<file path="config.mk">
export PLATFORM = sky130hd
export DESIGN_NAME = wb_stage_controller
export DESIGN_NICKNAME = d
export VERILOG_FILES = /design/src/rtl/wb_stage_controller.sv
export SDC_FILE = /design/constraint.sdc
export NUM_CORES = 1
export LEC_CHECK = 0
export BUFFER_PORTS_ARGS = -buffer_cell sky130_fd_sc_hd__buf_2
export CAP_MARGIN = 20
export CORE_MARGIN = 8
export CORE_UTILIZATION = 40
export DETAILED_ROUTE_END_ITERATION = 6
export PLACE_DENSITY = 0.67
export SLEW_MARGIN = 10
export SYNTH_ARGS = -nofsm -noshare
export SYNTH_HDL_FRONTEND = slang
export SYNTH_SLANG_ARGS = --single-unit
export TNS_END_PERCENT = 100
</file>
<file path="constraint.sdc">
create_clock -name clk_in -period 2.1 [get_ports clk_in]
set_input_delay 0.42 -clock clk_in [delete_from_list [all_inputs] [get_ports clk_in]]
set_output_delay 0.42 -clock clk_in [all_outputs]
set_load 0.05 [all_outputs]
</file>
<file path="src/rtl/wb_stage_controller.sv">
// Writeback-stage controller: registers the writeback select, ALU source and
// destination register, and holds the pipeline while a load is outstanding.
module wb_stage_controller #(
   parameter int LOAD_TIMEOUT = 16
) (
   input  logic       clk_in,
   input  logic       rst_in,
   input  logic       issue_valid_in,
   output logic       issue_ready_out,
   input  logic [2:0] wb_sel_in,
   input  logic       alu_src_in,
   input  logic [4:0] rd_addr_in,
   input  logic       rf_wr_en_in,
   input  logic       dmem_valid_in,
   input  logic       flush_in,
   output logic [2:0] wb_mux_sel_reg_out,
   output logic       alu_src_reg_out,
   output logic [4:0] rd_addr_reg_out,
   output logic       rf_wr_en_out,
   output logic       stall_out,
   output logic       load_fault_out
);

   localparam int CNT_W = (LOAD_TIMEOUT > 1) ? $clog2(LOAD_TIMEOUT) : 1;
   localparam logic [CNT_W-1:0] CNT_LAST = CNT_W'(LOAD_TIMEOUT - 1);
   localparam logic [2:0] SEL_ALU = 3'b000;
   localparam logic [2:0] SEL_LU  = 3'b001;

   typedef enum logic {
      S_IDLE,
      S_WAIT_LOAD
   } state_t;

   state_t           r_state;
   state_t           w_state_nxt;
   logic [CNT_W-1:0] r_cnt;
   logic [CNT_W-1:0] w_cnt_nxt;
   logic [2:0]       r_sel;
   logic             r_alu_src;
   logic [4:0]       r_rd;
   logic             r_wr_en_cap;
   logic             r_wr_pulse;
   logic             r_fault;
   logic             w_wr_nxt;
   logic             w_fault_nxt;
   logic             w_accept;
   logic [2:0]       w_sel_norm;

   assign issue_ready_out    = (r_state == S_IDLE) && !rst_in && !flush_in;
   assign stall_out          = (r_state == S_WAIT_LOAD);
   assign w_accept           = issue_valid_in && issue_ready_out;
   assign wb_mux_sel_reg_out = r_sel;
   assign alu_src_reg_out    = r_alu_src;
   assign rd_addr_reg_out    = r_rd;
   assign rf_wr_en_out       = r_wr_pulse;
   assign load_fault_out     = r_fault;

   // Unused select codes collapse to the ALU source
   always_comb begin
      w_sel_norm = wb_sel_in;
      if (wb_sel_in == 3'b100 || wb_sel_in == 3'b110 || wb_sel_in == 3'b111)
         w_sel_norm = SEL_ALU;
   end

   always_comb begin
      w_state_nxt = r_state;
      w_cnt_nxt   = r_cnt;
      w_wr_nxt    = 1'b0;
      w_fault_nxt = 1'b0;
      case (r_state)
         S_IDLE: begin
            if (w_accept) begin
               if (w_sel_norm == SEL_LU) begin
                  w_state_nxt = S_WAIT_LOAD;
                  w_cnt_nxt   = '0;
               end else begin
                  w_wr_nxt = rf_wr_en_in && (rd_addr_in != 5'd0);
               end
            end
         end
         S_WAIT_LOAD: begin
            if (flush_in) begin
               w_state_nxt = S_IDLE;
            end else if (dmem_valid_in) begin
               // Data arriving on the last wait cycle still beats the timeout
               w_state_nxt = S_IDLE;
               w_wr_nxt    = r_wr_en_cap && (r_rd != 5'd0);
            end else if (r_cnt == CNT_LAST) begin
               w_state_nxt = S_IDLE;
               w_fault_nxt = 1'b1;
            end else begin
               w_cnt_nxt = r_cnt + 1'b1;
            end
         end
         default: w_state_nxt = S_IDLE;
      endcase
   end

   always_ff @(posedge clk_in) begin
      if (rst_in) begin
         r_state <= S_IDLE;
         r_cnt   <= '0;
      end else begin
         r_state <= w_state_nxt;
         r_cnt   <= w_cnt_nxt;
      end
   end

   always_ff @(posedge clk_in) begin
      if (rst_in) begin
         r_sel       <= SEL_ALU;
         r_alu_src   <= 1'b0;
         r_rd        <= 5'd0;
         r_wr_en_cap <= 1'b0;
         r_wr_pulse  <= 1'b0;
         r_fault     <= 1'b0;
      end else begin
         if (w_accept) begin
            r_sel       <= w_sel_norm;
            r_alu_src   <= alu_src_in;
            r_rd        <= rd_addr_in;
            r_wr_en_cap <= rf_wr_en_in;
         end
         r_wr_pulse <= w_wr_nxt;
         r_fault    <= w_fault_nxt;
      end
   end

endmodule

</file>
==> results.cfg <==
[clock_tree]
clock-sinks = 17
cts_tree = done
path_clk_slew_ns = 0.09
cts-hold-fix-buffers = 0
cts_buffers = 3
cts_max_level = 1
insertion_delay_ns = 0.29
clockBufferDepth = 2
cts.repair.resized = 0
root_buffer = clkbuf_4
post-cts-setup-buffers = 0

[floorplanning]
io_pins = 28
die-height_um = 59.5
start_util = 0.433
dieArea_um2 = 3540
num_rows = 15
core_um2 = 1750
die_width_um = 59.5

[setup_path]
path_class = reg -> reg
startpoint_type = register
cp_cell_sequence = nor2b_1 > a22oi_2 > or4b_1 > a21oi_1
crit_path_top_delay_cell = dfxtp_1
end_kind = register
crit_buf_inv = 0
timing.rr.start = stall_out
crit_family = simple AND/OR/NAND/NOR gates
slowest_delay_ns = 0.54
critPathMaxFanout = 9
cp.arrival_ns = 1.96
startpoint = stall_out
critPathRequiredTime_ns = 2.32

[pwr]
p_clk_frac = 0.285
combPwrFrac = 0.154
p_sw_mw = 0.164
vdd_drop_max_uv = 494
power.leakage_nw = 0.384
p_per_area_nw_per_um2 = 634
p_total_mw = 0.599
p_seq_frac = 0.561
swShare = 0.274
internal_power_mw = 0.435

[layout]
nFillCells = 172
multi_input_area_um2 = 397
drive_gt1_frac = 0.304
fin_area_um2 = 945
seq_area_um2 = 340
nNetsFinal = 132
diodes = 0
utilization = 0.541
syn2layout_area_growth_pct = 25.0

[place]
placed_area_um2 = 918
io_buffers = 27
gp_congestion = 0.786
dp_hpwl_um = 1450
dp_slack_ns = 0.276

[routing]
drcViolationCount = 0
vias_per_cell = 5.05
drtIter0Drc = 10
postRouteWirelength_um = 1860
drt_pass1_iterations = 4
vias = 707
routedWlPerCell_um = 13.3
drtAntennaViolNets = 0

[hold_path]
hp-class = in -> reg
min_from = alu_src_in

[global_routing]
grt_pass1_vias = 766
track_usage = 0.114
grt_overflow = 0
grt_max_degree = 19
grt_first_pass_wirelength_um = 3150
grt_antenna_before_repair = 0

[sta]
period_needed_ns = 1.74
clock-skew-final_ns = 0.00591
fin_crit_sh = 0.826
tns_ns = 0
maxSlewViolCount = 0
setup-violations-final = 0
final_hold_viol_count = 0
rsz0062_at_grt = false
fin_ws_ns = 0.365
worstMarginPinSlew_ns = 0.377
fmax_mhz = 576
slew_headroom = 0.748

[synthesis]
yosysWarnings = 0
netlist_area_um2 = 756
synth.distinct_cells = 27
ys_ff_latch = 17
postSynthAreaPerCell_um2 = 8.79
synth_nets = 102
yosysSeqAreaShare = 0.450
syn-instance-count = 86

[run_status]
status = complete, no violations

[flow_run]
drv_cap = 0
## worst reg2reg max path, cell delays in order, from the launching register on
cell,delay [ns]
dfxtp_1,0.54
nor2b_1,0.33
a22oi_2,0.17
or4b_1,0.50
a21oi_1,0.13
## cell families (layout without fill, tap and decap cells)
group | Yosys count | count (layout) | share of synthesized area
and+or+nand+nor | 41 | 41 | 0.323
DFF | 17 | 17 | 0.450
AOI/OAI and AO/OA | 23 | 23 | 0.179
buffers and inverters | 4 | 33 | 0.0315
adders and majority gates | 1 | 1 | 0.0166
## per-stage QoR
step / hold WS, ns / std cells
finish: 0.335 / 140
global route: 0.328 / 140
CTS: 0.324 / 140
detailed placement: 0.445 / 136
global placement: 0.437 / 136
floorplan: 0.437 / 86
## layout by cell type, fill, tap and decap left out, types with 2 or more instances in the layout
cell	Yosys	routed
a21oi_1	8	8
buf_2	1	27
buf_4	0	2
clkbuf_4	0	3
dfxtp_1	17	17
nand2_1	16	16
nand2b_1	6	6
nand3_1	2	2
nor2b_1	2	2
nor3b_1	2	2
o21ai_0	10	10
or3_1	2	2
or4_1	2	2
## per-layer routing
layer / part of all wire / track usage / routed length (µm)
met1: 0.43 / 0.118 / 808
met2: 0.48 / 0.200 / 892
met3: 0.079 / 0.0499 / 146
met4: 0.0065 / 0.0375 / 12
met5: 0 / 0 / 0
## cell type report
class,count,share of cell area
sequential,17,0.360
tap,25,0.0331
multi-input combinational,65,0.420
timing repair buffer,29,0.159
clock buffer,4,0.0278
## flip-flops by register name (all words and copies together) (netlist names)
| name | flops |
|---|---|
| rf_wr_en_out | 1 |
| rd_addr_reg_out | 5 |
| r_wr_en_cap | 1 |
| stall_out | 1 |
| r_cnt | 4 |
| load_fault_out | 1 |
| wb_mux_sel_reg_out | 3 |
| alu_src_reg_out | 1 |
## power by group through the flow
stage	Sequential, mW	Clock (mW)	Combinational [mW]
3_3_place_gp	0.343	0	0.0917
4_1_cts	0.336	0.181	0.0930
3_5_place_dp	0.344	0	0.0927
6_report	0.336	0.170	0.0923
2_1_floorplan	0.370	0	0.0317
5_1_grt	0.338	0.197	0.0994
## final timing paths
check,to,slack (ns),depth (start not counted)
max,r_cnt[0],0.36,4
min,alu_src_reg_out,0.34,3
max reg2reg,r_cnt[0],0.36,4
min reg2reg,wb_mux_sel_reg_out[2],0.45,2
## Yosys cell counts
cell type	number	area share
and2_1	1	0.0083
nand3b_1	1	0.0099
nand2b_1	6	0.050
nand4b_1	1	0.012
buf_6	1	0.015
nand3_1	2	0.013
nor4b_4	1	0.031
nor2b_1	2	0.017
nor4b_1	1	0.012
buf_2	1	0.0066
or4_1	2	0.020
nand4_1	1	0.0083
clkbuf_1	2	0.0099
a21oi_1	8	0.053
o2111ai_1	1	0.012
o211ai_1	1	0.0099
or4b_1	1	0.013
nor3_1	2	0.013
nor3b_1	2	0.020
dfxtp_1	17	0.45
o41ai_1	1	0.012
a22oi_2	1	0.017
a21o_1	1	0.0099
o21ai_0	10	0.066
or3_1	2	0.017
ha_1	1	0.017
nand2_1	16	0.079
(Power assumes the default switching activity.)
